`src/rtl/prog_loader_ctrl_pkg.sv`:
```
// Shared project package: MIPS opcode constants plus the program loader's
// state encoding and default end-of-program marker.
package prog_loader_ctrl_pkg;

    localparam logic [5:0] OP_RTYPE = 6'h00;
    localparam logic [5:0] OP_J     = 6'h02;
    localparam logic [5:0] OP_JAL   = 6'h03;
    localparam logic [5:0] OP_BEQ   = 6'h04;
    localparam logic [5:0] OP_BNE   = 6'h05;
    localparam logic [5:0] OP_ADDI  = 6'h08;
    localparam logic [5:0] OP_LW    = 6'h23;
    localparam logic [5:0] OP_SW    = 6'h2B;

    localparam logic [31:0] DEFAULT_HALT_WORD = 32'hFFFF_FFFF;

    typedef enum logic [2:0] {
        IDLE,
        LOAD,
        WRITE,
        DONE,
        DUMP_RD,
        DUMP_TX
    } loader_state_e;

endpackage

```
`src/rtl/prog_loader_ctrl.sv`:
```
// Program loader: assembles a byte stream into words written to instruction
// RAM, and can stream the loaded words back out byte by byte.
module prog_loader_ctrl
    import prog_loader_ctrl_pkg::*;
#(
    parameter int                 NB_DATA   = 32,
    parameter int                 NB_ADDR   = 12,
    parameter logic [NB_DATA-1:0] HALT_WORD = NB_DATA'(DEFAULT_HALT_WORD)
) (
    input  logic               clk,
    input  logic               i_rst_n,
    input  logic               i_start_load,
    input  logic               i_rx_valid,
    input  logic [7:0]         i_rx_data,
    input  logic               i_dump_req,
    input  logic               i_tx_ready,
    output logic               o_tx_valid,
    output logic [7:0]         o_tx_data,
    input  logic [NB_ADDR-1:0] i_cpu_addr,
    output logic               o_ram_we,
    output logic [NB_ADDR-1:0] o_ram_addr,
    output logic [NB_DATA-1:0] o_ram_data,
    input  logic [NB_DATA-1:0] i_ram_data,
    output logic               o_busy,
    output logic               o_load_done,
    output logic               o_full,
    output logic [NB_ADDR-2:0] o_word_count
);

    localparam int                 NB_CNT    = NB_ADDR - 1;
    localparam logic [NB_ADDR-1:0] ADDR_STEP = NB_ADDR'(4);
    localparam logic [NB_ADDR-1:0] LAST_ADDR = ~NB_ADDR'(3);
    localparam logic [NB_CNT-1:0]  CNT_ONE   = NB_CNT'(1);

    loader_state_e      state;
    logic [NB_ADDR-1:0] wr_ptr;
    // Read side tracked as a word index so the "words remain" test cannot
    // wrap when the RAM is completely full.
    logic [NB_CNT-1:0]  rd_idx;
    logic [NB_CNT-1:0]  rd_idx_nxt;
    logic [NB_ADDR-1:0] rd_ptr;
    logic [1:0]         byte_cnt;
    logic [1:0]         tx_cnt;
    logic [31:0]        asm_word;
    logic [31:0]        tx_shift;
    logic               ret_done;
    logic               at_last;
    logic               dump_phase;

    assign rd_idx_nxt = rd_idx + CNT_ONE;
    assign rd_ptr     = {rd_idx[NB_ADDR-3:0], 2'b00};
    assign at_last    = (wr_ptr == LAST_ADDR);
    assign dump_phase = (state == DUMP_RD) || (state == DUMP_TX);

    assign o_ram_data = NB_DATA'(asm_word);
    assign o_tx_data  = tx_shift[31:24];
    assign o_ram_addr = !o_busy    ? i_cpu_addr :
                        dump_phase ? rd_ptr     : wr_ptr;

    always_ff @(posedge clk or negedge i_rst_n) begin
        if (!i_rst_n) begin
            state        <= IDLE;
            wr_ptr       <= '0;
            rd_idx       <= '0;
            byte_cnt     <= '0;
            tx_cnt       <= '0;
            asm_word     <= '0;
            tx_shift     <= '0;
            ret_done     <= 1'b0;
            o_ram_we     <= 1'b0;
            o_tx_valid   <= 1'b0;
            o_busy       <= 1'b0;
            o_load_done  <= 1'b0;
            o_full       <= 1'b0;
            o_word_count <= '0;
        end else begin
            case (state)
                IDLE, DONE: begin
                    if (i_start_load) begin
                        wr_ptr       <= '0;
                        byte_cnt     <= '0;
                        asm_word     <= '0;
                        o_word_count <= '0;
                        o_load_done  <= 1'b0;
                        o_full       <= 1'b0;
                        o_busy       <= 1'b1;
                        state        <= LOAD;
                    end else if (i_dump_req && (o_word_count != '0)) begin
                        rd_idx   <= '0;
                        ret_done <= (state == DONE);
                        o_busy   <= 1'b1;
                        state    <= DUMP_RD;
                    end
                end
                LOAD: begin
                    if (i_rx_valid) begin
                        asm_word <= {asm_word[23:0], i_rx_data};
                        byte_cnt <= byte_cnt + 2'd1;
                        if (byte_cnt == 2'd3) begin
                            o_ram_we <= 1'b1;
                            state    <= WRITE;
                        end
                    end
                end
                WRITE: begin
                    o_ram_we     <= 1'b0;
                    wr_ptr       <= wr_ptr + ADDR_STEP;
                    o_word_count <= o_word_count + CNT_ONE;
                    if ((NB_DATA'(asm_word) == HALT_WORD) || at_last) begin
                        o_load_done <= 1'b1;
                        o_full      <= at_last;
                        o_busy      <= 1'b0;
                        state       <= DONE;
                    end else begin
                        state <= LOAD;
                    end
                end
                DUMP_RD: begin
                    tx_shift   <= 32'(i_ram_data);
                    tx_cnt     <= '0;
                    o_tx_valid <= 1'b1;
                    state      <= DUMP_TX;
                end
                DUMP_TX: begin
                    if (i_tx_ready) begin
                        tx_shift <= {tx_shift[23:0], 8'h00};
                        tx_cnt   <= tx_cnt + 2'd1;
                        if (tx_cnt == 2'd3) begin
                            o_tx_valid <= 1'b0;
                            rd_idx     <= rd_idx_nxt;
                            if (rd_idx_nxt < o_word_count) begin
                                state <= DUMP_RD;
                            end else begin
                                o_busy <= 1'b0;
                                state  <= ret_done ? DONE : IDLE;
                            end
                        end
                    end
                end
                default: begin
                    o_ram_we   <= 1'b0;
                    o_tx_valid <= 1'b0;
                    o_busy     <= 1'b0;
                    state      <= IDLE;
                end
            endcase
        end
    end

endmodule

```
`config.mk`:
```
export PLATFORM = sky130hd
export DESIGN_NAME = prog_loader_ctrl
export DESIGN_NICKNAME = d
export VERILOG_FILES = /design/src/rtl/prog_loader_ctrl_pkg.sv /design/src/rtl/prog_loader_ctrl.sv
export SDC_FILE = /design/constraint.sdc
export NUM_CORES = 1
export LEC_CHECK = 0
export CORE_MARGIN = 3
export CORE_UTILIZATION = 45
export DETAILED_ROUTE_END_ITERATION = 10
export GPL_ROUTABILITY_DRIVEN = 1
export PLACE_DENSITY_LB_ADDON = 0.2
export SLEW_MARGIN = 20
export SYNTH_ARGS = -nofsm -noshare
export SYNTH_HDL_FRONTEND = slang
export SYNTH_SLANG_ARGS = --single-unit
```
`constraint.sdc`:
```
create_clock -name clk -period 5.2 [get_ports clk]
set_clock_uncertainty 0.1 [all_clocks]
set_input_delay 0.78 -clock clk [delete_from_list [all_inputs] [get_ports clk]]
set_output_delay 0.78 -clock clk [all_outputs]
set_load 0.05 [all_outputs]
```
; ---- Word-level counts from Yosys, hierarchy flattened
; Index checks and enable logic that the tools add are counted.
[op_classes]
n_addsub = 5
n_div = 0
n_shift = 0
n_mux = 49
n_reduce_logical = 23
n_lt_le_gt_ge = 1
bitwise_logic = 4
eq_ne = 19
n_mul = 0
[op_table]
columns = operator, n
row1 = $pmux W32 S2, 2
row2 = $mux W32, 3
row3 = $mux W11, 5
row4 = $pmux W11 S2, 2
row5 = $mux W12, 3
row6 = $eq A32 B32 Y1 const B, 1
row7 = $pmux W12 S2, 1
row8 = $add A11 B1 Y11 const B, 2
row9 = $mux W3, 7
row10 = $ne A2 B2 Y1 const B, 8
row11 = $pmux W3 S5, 1
row12 = $reduce_and A3 Y1, 5
row13 = $mux W1, 13
row14 = $add A12 B3 Y12 const B, 1
row15 = $eq A12 B12 Y1 const B, 1
row16 = $lt A11 B11 Y1, 1
row17 = $reduce_bool A11 Y1, 1
row18 = $mux W2, 5
row19 = $reduce_and A5 Y1, 2
row20 = $pmux W2 S2, 2
row21 = $reduce_bool A2 Y1, 4
row22 = $reduce_or A4 Y1, 2
row23 = $eq A3 B2 Y1 const B, 2
row24 = $eq A3 B3 Y1 const B, 2
row25 = other kinds (15), 25
[word_totals]
ram_bits = 0
out_inout_bits = 68
regBits = 111
rom_bits = 0
elab_cells = 115
mem_count = 0
latchBits = 0

; ---- Longest topological paths before layout
[depth]
depth_word = 6
depth_mapped = 12

; ---- Worst setup path after synthesis
; Ideal clock, no wire load.
[synth_path]
kind = reg-to-output
start = reg state[2]
end = out o_ram_addr[4]
t_arrival_ps = 2043
path_buffers = 3
setup_slack_ps = 2277
path_stages_with_launch = 7
path_cell_list = dfrtp_1 buf_2 nor2b_1 buf_2 buf_2 nand2_1 a31oi_1
[synth_via]
elab_chain_cells = 4
elab_cells_between_ends = 5
cone_classes = eq/ne: 2 / mux: 2 / reduce/logical: 1
[synth_lines]
columns = element, line_no
row1 = from (decl), prog_loader_ctrl.sv:35  ; loader_state_e state;
row2 = from (signal assigned), prog_loader_ctrl.sv:135  ; state <= ret_done ? DONE : IDLE;
row3 = $eq A3 B3 Y1, prog_loader_ctrl.sv:53  ; assign dump_phase = (state == DUMP_RD) || (state == DUMP_TX);
row4 = $logic_or A1 B1 Y1 *, prog_loader_ctrl.sv:53
row5 = $mux W12 *, prog_loader_ctrl.sv:58  ; dump_phase ? rd_ptr : wr_ptr;
row6 = $mux W12 *, prog_loader_ctrl.sv:57  ; assign o_ram_addr = !o_busy ? i_cpu_addr :
row7 = to (decl), prog_loader_ctrl.sv:21  ; output logic [NB_ADDR-1:0] o_ram_addr,
; Mark *: on every way between the ends. The rest lies on a longest branch, timed or not.

; ---- Final worst setup path
[layout_path]
start = reg state[1]
end = out o_ram_addr[2]
; The elaborated chain is that of the path after synthesis.

==> flow_summary.yaml <==
clocking:
  cts_setup_buffers: 0
  clockRootBuffer: "clkbuf_16"
  htreeDepth: 3
  path_clk_slew_ns: 0.08
  cts_tree: "built"
  post_cts_resized: 0
  clk_path_buf_depth: 2
  clk_latency_ns: 0.36
  cts_sinks: 109
  cts_made_buffers: 9
  ctsHoldBuffers: 0
yosys:
  synthSimpleGateAreaFrac_pct: 23.2
  synthAdderAreaFrac_pct: 3.53
  yosys_warnings: 0
  synth.largest_area_cell: "dfrtp_1"
  synth.distinct_cells: 53
  synth_top_area_share_pct: 48.2
  synth_common_cells: "nand2_1, dfrtp_1, nand3_1"
  ys_seq_elements: 109
  synth-main-ff-cell: "dfrtp_1"
  avgSynthCellArea_um2: 8.86
  syn-num-nets: 713
  synth-compound-area-share_pct: 17.6
  synth-async-reset-ratio_pct: 100
  synth_xor_area_share_pct: 2.30
  synth.yosys.seq_area_share_pct: 48.2
  synth_top_family_by_area: "simple AND/OR/NAND/NOR gates"
  synth_edf_count: 0
  yosysMostFrequentCell: "nand2_1"
  netlist_area_mm2: 0.00566
  synthCells: 639
  synth.mux.area_fraction_pct: 0
  ys_top_cells_by_area: "dfrtp_1, nand2_1, nand3_1"
timing:
  tns_ns: 0
  holdWs_ns: 0.387
  rsz0062_at_grt: "false"
  finalHoldViolCount: 0
  period_share_pct: 72.6
  tightest_slew_ns: 0.885
  clock.fmax_ghz: 0.265
  setup_viol: 0
  drv_slew: 0
  slew_headroom_pct: 41.0
  fin_crit_ns: 3.77
floorplanning:
  die_w_um: 118
  die_y_um: 118
  initial_core_util_pct: 46.6
  num_io_pins: 126
  rows: 40
  core_area_mm2: 0.0122
  die_area_mm2: 0.0140
setup_path:
  cp.arrival_ns: 2.89
  critPathMaxFanout: 18
  startpoint_type: "register"
  crit_buf_inv: 1
  critical_path.max_stage_delay_ns: 0.83
  end_kind: "output port"
  crit_type: "reg2out"
  cpMaxStageDelayCell: "clkdlybuf4s50_1"
  cp_cell_sequence: "nand2b_1 > nand2_1 > a31oi_1 > clkdlybuf4s50_1"
  cp.required_ns: 4.32
  crit_family: "buffers and inverters"
cells_and_area:
  drive_gt1_share_pct: 5.25
  syn_to_final_growth_pct: 27.9
  fin_nets: 812
  antennaDiodeCount: 0
grt:
  antenna_found_initial: 0
  grtUsageTotal_pct: 22.1
  grt_pass1_wl_um: 25500
  grt_max_degree: 69
  grt_pass1_vias: 4960
  grt.overflow.total: 0
placed_design:
  portBuffers: 125
  routabilityCongestion: 0.884
  dp_hpwl_um: 10800
run_status:
  outcome: "finished clean"
drt:
  dr.pass1.iters: 7
  antenna_left: 0
  wl_per_cell_um: 16.7
  avgViaCountPerCell: 5.63
  vias: 5131
  drc: 0
  drt-initial-drc-count: 425
  totalWireLength_um: 15200
power_and_ir_drop:
  vdd_drop_max_v: 0.000408
  p_leak_nw: 3.15
  p_per_area_mw_per_mm2: 645
flow_run:
  drv_cap: 0
hold_path:
  hold_path_class: "reg2reg"
[registers in the layout (all words and copies together), names as in the netlist, 2 cells and up]
register      cells
state             3
byte_cnt          2
tx_shift         32
rd_idx           11
wr_ptr           10
tx_cnt            2
o_ram_data       32
o_word_count     11
[cells in the final DEF, fill, tap and decap left out, types with 9 or more instances in the layout]
cell | netlist | layout
nand3_1 | 56 | 56
clkbuf_16 | 0 | 9
o22ai_1 | 35 | 35
a31oi_1 | 14 | 14
clkdlybuf4s50_1 | 0 | 124
ha_1 | 16 | 16
inv_1 | 20 | 20
o31ai_1 | 11 | 11
nand2_1 | 129 | 128
dfrtp_1 | 109 | 109
a21oi_1 | 30 | 29
nor2_1 | 48 | 48
nand4_1 | 14 | 14
o21ai_0 | 34 | 34
[stage by stage]
| step | worst slack (ns) | total power [mW] | std cells | instance area [µm²] | utilization (%) |
|---|---|---|---|---|---|
| 5_1_grt | 1.20 | 4.95 | 911 | 7250 | 59.6 |
| 3_3_place_gp | 1.94 | 3.93 | 895 | 6940 | 57.1 |
| 4_1_cts | 1.45 | 4.69 | 911 | 7240 | 59.5 |
| 6_report | 1.43 | 4.67 | 911 | 7250 | 59.6 |
| 3_5_place_dp | 1.87 | 3.98 | 895 | 6940 | 57.1 |
| 2_1_floorplan | 2.28 | 3.22 | 639 | 5660 | - |
[where the power goes]
part | switching (mW) | internal (mW)
logic | 1.55 | 0.852
registers | 0.397 | 1.18
clock network | 0.351 | 0.342
[final timing paths]
path / start / end / slack (ns) / cells past startpoint
worst max-delay path: state[1] / o_ram_addr[2] / 1.43 / 4
worst min-delay path: o_tx_valid / o_tx_valid / 0.39 / 1
worst max register to register: rd_idx[0] / state[1] / 2.04 / 11
worst min register to register: o_tx_valid / o_tx_valid / 0.39 / 1
max in group asynchronous: i_rst_n / o_ram_data[0] / 3.48 / 2
min in group asynchronous: i_rst_n / rd_idx[9] / 0.43 / 1
[area by class of cell]
type	instances	area [µm²]
fillers	1086	4920
flip-flops and latches	109	2730
multi-input cells	468	2650
repair buffers	129	1280
clock buffers	9	225
well taps	168	210
inverters	21	78.8
clock inverters	7	73.8
[cell families (layout without fill, tap and decap cells)]
family / Yosys count / after routing
AOI/OAI and AO/OA: 154 / 154
xor gates and xnor gates: 14 / 14
buffers and inverters: 62 / 166
DFF: 109 / 109
adders and majority gates: 16 / 16
and+or+nand+nor: 284 / 284
[worst reg2reg max path, stage by stage, from the launching register on]
cell     delay (ns)
dfrtp_1        0.52
ha_1           0.35
nand3_1        0.23
nor2_1         0.18
xnor2_1        0.16
inv_1          0.07
ha_1           0.29
a21oi_1        0.19
o22ai_1        0.12
or3_1          0.41
nor3b_1        0.16
a221o_1        0.27
[routing by layer]
metal	wire (µm)	up-vias	track usage [%]
li1	-	2463	-
met1	7070	2492	32.0
met2	7150	158	33.9
met3	797	18	4.16
met4	206	0	6.67
met5	0	-	0
(Power assumes the default switching activity.)
